`src/rtl/lvds_cap_pkg.sv`:
```
// Shared constants, encodings and types for the lvds1 capture writer.
package lvds_cap_pkg;

  localparam int unsigned NCH      = 14;
  localparam int unsigned SAMPW    = 10;
  localparam int unsigned DATAW    = NCH * SAMPW;
  localparam int unsigned USEDW    = 11;
  localparam int unsigned HEADROOM = 1020;
  localparam int unsigned LENW     = 16;

  typedef enum logic [1:0] {
    TRIG_IMM     = 2'd0,
    TRIG_LEVEL   = 2'd1,
    TRIG_EXT     = 2'd2,
    TRIG_IMM_ALT = 2'd3
  } trig_mode_e;

  typedef enum logic [1:0] {
    S_IDLE    = 2'd0,
    S_ARMED   = 2'd1,
    S_CAPTURE = 2'd2
  } state_e;

  typedef struct packed {
    logic [LENW-1:0]  length;
    trig_mode_e       mode;
    logic [SAMPW-1:0] level;
  } cap_cfg_t;

endpackage

```
`src/rtl/sync2.sv`:
```
// Two-flop level synchronizer into the clklvds domain, cleared by reset.
module sync2 (
  input  logic clklvds,
  input  logic rstn,
  input  logic d,
  output logic q
);

  logic s1;

  always_ff @(posedge clklvds or negedge rstn) begin
    if (!rstn) begin
      s1 <= 1'b0;
      q  <= 1'b0;
    end else begin
      s1 <= d;
      q  <= s1;
    end
  end

endmodule

```
`src/rtl/lvds_capture_writer.sv`:
```
// lvds1 sample FIFO producer: arm via toggle, wait for trigger, write length words
// with almost-full flow control, report completion with a toggle.
module lvds_capture_writer
  import lvds_cap_pkg::*;
(
  input  logic             clklvds,
  input  logic             rstn,
  input  logic             arm_tgl,
  input  logic [LENW-1:0]  length_cfg,
  input  logic [1:0]       trig_mode,
  input  logic [SAMPW-1:0] trig_level,
  input  logic             ext_trig,
  input  logic [DATAW-1:0] lvds_bits,
  input  logic [USEDW-1:0] fifo_wrused,
  input  logic             fifo_wrfull,
  output logic             fifo_wr,
  output logic [DATAW-1:0] fifo_data,
  output logic             done_tgl,
  output logic             armed,
  output logic             busy,
  output logic [LENW-1:0]  drop_cnt
);

  localparam logic [1:0] SETTLED = 2'd3;

  logic             arm_sync, arm_prev, ext_sync, ext_prev;
  logic [1:0]       settle;
  logic             arm_edge, ext_rise, trig_fire, room, active, last_word;
  state_e           state, state_d;
  cap_cfg_t         cfg;
  logic [LENW-1:0]  cnt, cnt_d, cnt_inc, drop_d;
  logic [SAMPW-1:0] prev_ch0, prev_ch0_d, cur_ch0;
  logic             wr_d, done_d;

  sync2 u_sync_arm (.clklvds(clklvds), .rstn(rstn), .d(arm_tgl),  .q(arm_sync));
  sync2 u_sync_ext (.clklvds(clklvds), .rstn(rstn), .d(ext_trig), .q(ext_sync));

  // Edges are ignored until a toggle level held across reset has reached arm_prev.
  always_ff @(posedge clklvds or negedge rstn) begin
    if (!rstn)                settle <= 2'd0;
    else if (settle != SETTLED) settle <= settle + 2'd1;
  end

  assign arm_edge  = (settle == SETTLED) && (arm_sync ^ arm_prev);
  assign ext_rise  = ext_sync & ~ext_prev;
  assign cur_ch0   = lvds_bits[SAMPW-1:0];
  assign room      = (fifo_wrused < USEDW'(HEADROOM)) && !fifo_wrfull;
  assign active    = ((state == S_ARMED) && trig_fire) || (state == S_CAPTURE);
  assign cnt_inc   = cnt + LENW'(1);
  assign last_word = active && room && (cnt_inc == cfg.length);

  always_comb begin
    trig_fire = 1'b1;
    case (cfg.mode)
      TRIG_LEVEL: trig_fire = (prev_ch0 < cfg.level) && (cur_ch0 >= cfg.level);
      TRIG_EXT:   trig_fire = ext_rise;
      default:    trig_fire = 1'b1;
    endcase
  end

  always_ff @(posedge clklvds or negedge rstn) begin
    if (!rstn) state <= S_IDLE;
    else       state <= state_d;
  end

  // An arm edge restarts the FSM from any state.
  always_comb begin
    state_d = state;
    if (arm_edge) begin
      state_d = (length_cfg == '0) ? S_IDLE : S_ARMED;
    end else begin
      case (state)
        S_ARMED:   if (trig_fire) state_d = last_word ? S_IDLE : S_CAPTURE;
        S_CAPTURE: if (last_word) state_d = S_IDLE;
        default:   state_d = state;
      endcase
    end
  end

  always_comb begin
    wr_d       = 1'b0;
    cnt_d      = cnt;
    drop_d     = drop_cnt;
    done_d     = done_tgl;
    prev_ch0_d = prev_ch0;
    if (arm_edge) begin
      cnt_d      = '0;
      drop_d     = '0;
      prev_ch0_d = '1;
      if (length_cfg == '0) done_d = ~done_tgl;
    end else begin
      if (state == S_ARMED) prev_ch0_d = cur_ch0;
      if (active) begin
        if (room) begin
          wr_d  = 1'b1;
          cnt_d = cnt_inc;
          if (last_word) done_d = ~done_tgl;
        end else begin
          drop_d = (drop_cnt == '1) ? drop_cnt : drop_cnt + LENW'(1);
        end
      end
    end
  end

  always_ff @(posedge clklvds or negedge rstn) begin
    if (!rstn) begin
      fifo_wr   <= 1'b0;
      fifo_data <= '0;
      done_tgl  <= 1'b0;
      armed     <= 1'b0;
      busy      <= 1'b0;
      drop_cnt  <= '0;
      cnt       <= '0;
      prev_ch0  <= '1;
      cfg       <= '0;
      arm_prev  <= 1'b0;
      ext_prev  <= 1'b0;
    end else begin
      fifo_wr  <= wr_d;
      if (wr_d) fifo_data <= lvds_bits;
      done_tgl <= done_d;
      armed    <= (state_d == S_ARMED);
      busy     <= (state_d != S_IDLE);
      drop_cnt <= drop_d;
      cnt      <= cnt_d;
      prev_ch0 <= prev_ch0_d;
      if (arm_edge) cfg <= '{length: length_cfg, mode: trig_mode_e'(trig_mode), level: trig_level};
      arm_prev <= arm_sync;
      ext_prev <= ext_sync;
    end
  end

endmodule
```
`config.mk`:
```
export PLATFORM = sky130hd
export DESIGN_NAME = lvds_capture_writer
export DESIGN_NICKNAME = d
export VERILOG_FILES = /design/src/rtl/lvds_cap_pkg.sv /design/src/rtl/sync2.sv /design/src/rtl/lvds_capture_writer.sv
export SDC_FILE = /design/constraint.sdc
export NUM_CORES = 1
export LEC_CHECK = 0
export CORE_MARGIN = 3
export CORE_UTILIZATION = 46
export CTS_CLUSTER_DIAMETER = 30
export DETAILED_ROUTE_END_ITERATION = 10
export PLACE_DENSITY = 0.8
export SLEW_MARGIN = 10
export SYNTH_ARGS = -nofsm -noshare
export SYNTH_HDL_FRONTEND = slang
export SYNTH_SLANG_ARGS = --single-unit
```
`constraint.sdc`:
```
create_clock -name clklvds -period 3.93 [get_ports clklvds]
set_input_delay 0.393 -clock clklvds [delete_from_list [all_inputs] [get_ports clklvds]]
set_output_delay 0.393 -clock clklvds [all_outputs]
set_load 0.005 [all_outputs]
```
Word-level counts from Yosys, hierarchy flattened
Cells that the tools add are included.

Register bits after elaboration: 224. Output and inout port bits: 160. Word-level logic and storage cells: 82.

$add $sub $neg: 3. $lt $le $gt $ge: 3. Eq/ne operators: 12. Multiplexer cells: 24. Bitwise operators: 4. Reductions and logical operators: 17.

Operator list (count): $mux W16 (7); $add A16 B1 Y16 const B (2); $mux W10 (2); $eq A16 B16 Y1 (1); $eq A16 B16 Y1 const B (1); $logic_not A16 Y1 (1); $lt A11 B10 Y1 const B (1); $ge A10 B10 Y1 (1); $lt A10 B10 Y1 (1); $reduce_bool A2 Y1 (5); $mux W1 (9); $mux W2 (4); $eq A2 B1 Y1 const B (3); $eq A2 B2 Y1 const B (3); $logic_and A1 B1 Y1 (6); $ne A2 B2 Y1 const B (3); $pmux W2 S2 (1); $reduce_and A4 Y1 (1); $reduce_and A3 Y1 (1); $add A2 B1 Y2 const B (1); $ne A2 B1 Y1 const B (1); $not A1 Y1 (2); $pmux W1 S2 (1); $reduce_and A2 Y1 (1); other kinds (4) (4).

Longest topological paths before layout
Depth after elaboration: 12. Gate-level depth with buffers: 11. Mapped depth without buffers: 9.

By module
Synthesis repeated with hierarchy kept, for this count alone.

Cells, all modules: 836. Area total of the unflattened synthesis: 10083.4 µm².

By module, submodules not included: lvds_capture_writer (instances 1, cells an instance 832, area an instance 9983.3 µm², seq. area each 5517.8 µm²); sync2 (instances 2, cells an instance 2, area an instance 50.0 µm², seq. area each 50.0 µm²).

Worst setup path after synthesis
Ideal clock, no wire load.

Path kind: register to register. From: reg prev_ch0[3]. To: reg fifo_data[120]. Setup time: 0.125 ns. Arrival time: 2.669 ns. Required time: 3.805 ns. Path slack: 1.137 ns. Stages on the path, launching flop included: 11. Path buffers: 2. Path through: dfstp_2 ha_1 a211o_1 a21oi_1 o21ai_0 a21oi_1 a32oi_1 nor2_1 buf_2 buf_2 mux2_2.

Word-level cells in the longest chain between the ends: 7.

RTL lines: from (decl) (RTL line lvds_capture_writer.sv:32) `logic [SAMPW-1:0] prev_ch0, prev_ch0_d, cur_ch0;`; from (signal assigned) (RTL line lvds_capture_writer.sv:126) `prev_ch0 <= prev_ch0_d;`; $lt A10 B10 Y1 (RTL line lvds_capture_writer.sv:55) `TRIG_LEVEL: trig_fire = (prev_ch0 < cfg.level) && (cur_ch0 >= cfg.level);`; $logic_and A1 B1 Y1 (RTL line lvds_capture_writer.sv:55); $pmux W1 S2 (RTL line lvds_capture_writer.sv:54) `case (cfg.mode)`; $logic_and A1 B1 Y1 (RTL line lvds_capture_writer.sv:48) `assign active = ((state == S_ARMED) && trig_fire) || (state == S_CAPTURE);`; $logic_or A1 B1 Y1 (RTL line lvds_capture_writer.sv:48); $mux W1 (RTL line lvds_capture_writer.sv:93) `if (active) begin`; $mux W1 (RTL line lvds_capture_writer.sv:86) `if (arm_edge) begin`; to (signal assigned) (RTL line lvds_capture_writer.sv:120) `if (wr_d) fifo_data <= lvds_bits;`; to (decl) (RTL line lvds_capture_writer.sv:17) `output logic [DATAW-1:0] fifo_data,`.

No other way between the ends. A chain may end at the register's enable or synchronous reset.

Worst setup path in the final report
From: reg prev_ch0[3]. To: reg fifo_data[97].

The elaborated chain is that of the path after synthesis.

==> flow_summary.toml <==
[logic_synthesis]
yosysTopAreaCellShare_pct = 53.2
synth_fp_nets = 1047
avgSynthCellArea_um2 = 12.0
synth_top_family_by_area = "multiplexers"
syn_area_um2 = 10100
synthTopCellsByCount = "dfrtp_1 (214), mux2_2 (120), nand2_1 (85)"
synthSimpleGateAreaFrac_pct = 11.5
yosys-top-cells-area = "dfrtp_1 (53%), mux2_2 (13%), ha_1 (3.2%), nand2_1 (3.2%), dfstp_2 (2.6%)"
synth-warning-count = 0
synth_top_area_cell = "dfrtp_1"
synth-adder-area-share_pct = 3.23
synth_xor_area_share_pct = 1.80
synthMuxAreaShare_pct = 17.2
ys_seq_area_share_pct = 55.8
synth_compound_area_share_pct = 7.49
syn-instance-count = 837
ys_ff_latch = 224
ys_async_sr_fraction_pct = 100
synth.most_common_cell = "dfrtp_1"
synth_cell_types = 56
ys.flop_type = "dfrtp_1"
synth_edf_count = 0

[floorplan]
start_util_pct = 47.3
core_um2 = 21300
die_w_um = 154
rows = 53
pin_count = 344
fp.dieArea_um2 = 23700
die_h_um = 154

[power]
ir_drop_mv = 0.601
p_per_area_nw_per_um2 = 743
power.leakage_nw = 6.58

[detailed_routing]
viasPerCell = 5.40
drt_wl_total_um = 32900
route.detailed.drc = 0
drt_first_iter_violations = 368
ant_nets = 0
wl_per_cell_um = 21.6
vias = 8215
dr.pass1.iters = 5

[grt]
grt_pass1_vias = 8890
grt_antenna_before_repair = 7
gr-usage-all-layers_pct = 27.1
overflow = 0
met3_usage_pct = 11.0
grt.busiest_layer = "met2"
grt_use_met2_pct = 47.2
grt_max_degree = 118
grt_pass1_wl_um = 50200
met1_usage_pct = 29.8

[sta]
hold_viol = 0
maxSlewHeadroom_pct = 38.8
skew_ps = 16.5
tightest_slew_ps = 919
layout_min_cycle_time_ps = 3160
finalSetupViolations = 0
fin_hold_ws_ps = 288
period_share_pct = 80.3
fin_ws_ps = 774
fmax_mhz = 317
drv_slew = 0
rsz0062_at_grt = "no"
setup_tns_ps = 0

[clock_network]
cts_setup_buffers = 0
clkSinkCount = 224
cts.hold.buffers_added = 1
cts_max_level = 2
cts-root-buf = "clkbuf_16"
cts_buffer_depth = 3
cts_inserted_buffers = 52
worstSkewPairLatency_ps = 560
cts.reportedPaths.clkPinSlew_ps = 50
tritoncts = "done"
cts.repair.resized = 0

[placement]
gp_congestion = 0.853
portBuffers = 341
dp_hpwl_um = 22100
pre_cts_ws_ps = 577
place_area_um2 = 13700

[min_path]
min_path_type = "in -> reg"

[final_layout]
nets = 1404
stdcell_area_um2 = 15700
syn_to_final_growth_pct = 55.6
final_layout_size_suffix_gt1_share_pct = 19.6
fin_util_pct = 73.6

[worst_setup_path]
arrival_ps = 3590
cp_slowest_stage_delay_ps = 530
worstPathMaxFanout = 36
cp_top_family = "compound AO/OA/AOI/OAI gates"
startpoint_type = "flop"
crit_required_ps = 4360
crit_buf_inv = 1
slowest_stage = "dfstp_2"
path_cells = "ha_1, a211o_1, a21oi_1, o21ai_0, a21oi_1, a32oi_1, nor2_4, buf_4, mux2_2"
endpoint_kind = "flop"
worst-setup-path-type = "reg -> reg"
cp_common_cell = "a21oi_1"

[run]
max_cap_violations = 0

[outcome]
status = "finished clean"
stage by stage:
step	total power, W	instances
3_3_place_gp	0.00682	1414
3_5_place_dp	0.00692	1414
5_1_grt	0.0122	1521
4_1_cts	0.0117	1513
2_1_floorplan	0.00475	837
6_report	0.0116	1521
report_power, final:
group,internal (W),switching (W)
Combinational,0.00211,0.00129
Sequential,0.00313,0.000485
Clock,0.00318,0.00144
cells in the final DEF (no fill, tap or decap), types with 3 or more instances in the layout:
master,n
o32ai_1,3
clkinvlp_4,11
clkdlybuf4s50_1,340
or3_1,17
nor3_1,5
o21a_1,3
clkbuf_8,6
nand2_1,85
a211oi_1,6
nor4_1,7
nand3_1,17
nand4_1,17
nor3b_1,4
clkbuf_1,5
xnor2_1,8
and4_1,5
a21oi_1,40
inv_1,22
or4_1,15
o31ai_1,17
o21ai_0,33
clkbuf_16,53
and3_1,9
clkinv_4,6
xor2_1,10
ha_1,26
dfrtp_1,214
buf_4,7
mux2i_1,14
diode_2,8
buf_12,3
nor2_1,17
mux2_1,21
clkinv_2,6
nand2b_1,9
mux2_2,120
dfstp_2,10
and2_1,4
bufinv_16,9
cells by family after synthesis:
group           after synthesis
flops                       224
fa+ha+maj                    26
simple gates                222
mux                         155
compound gates              120
xor+xnor                     19
buf+inv                      71
registers in the layout, summed over array words and instances (netlist names):
signal and cells:
cnt 16, u_sync_ext.s1 1, drop_cnt 16, done_tgl 1
armed 1, busy 1, state 2, u_sync_arm.q 1
prev_ch0 10, u_sync_arm.s1 1, cfg 28, fifo_wr 1
arm_prev 1, fifo_data 140, ext_prev 1, u_sync_ext.q 1
settle 2
final cells by class:
type                       instances  area [µm²]
sequential                       224        5620
fill                            1409        5610
multi-input combinational        542        4170
timing repair buffer             352        3540
clock buffer                      64        1430
clock inverter                    34         475
tap                              275         344
inverter                          22        82.6
antenna                            8        20.0
path summary, 6_finish.rpt:
kind / from / cells after the start / slack, ps / to
min in group asynchronous: rstn / 2 / 530 / fifo_data[128]
worst max register to register: prev_ch0[3] / 9 / 770 / fifo_data[97]
max in group asynchronous: rstn / 3 / 2510 / prev_ch0[0]
worst max-delay path: prev_ch0[3] / 9 / 770 / fifo_data[97]
worst min register to register: u_sync_ext.s1 / 0 / 350 / u_sync_ext.q
worst min-delay path: arm_tgl / 1 / 290 / u_sync_arm.s1
metal layers:
metal | part of all wire (%) | vias up
met2 | 51 | 326
met4 | 3.2 | 0
met3 | 9.6 | 68
met5 | 0 | -
met1 | 36 | 4062
li1 | - | 3759
No activity file was read; power rests on OpenSTA's default activity.
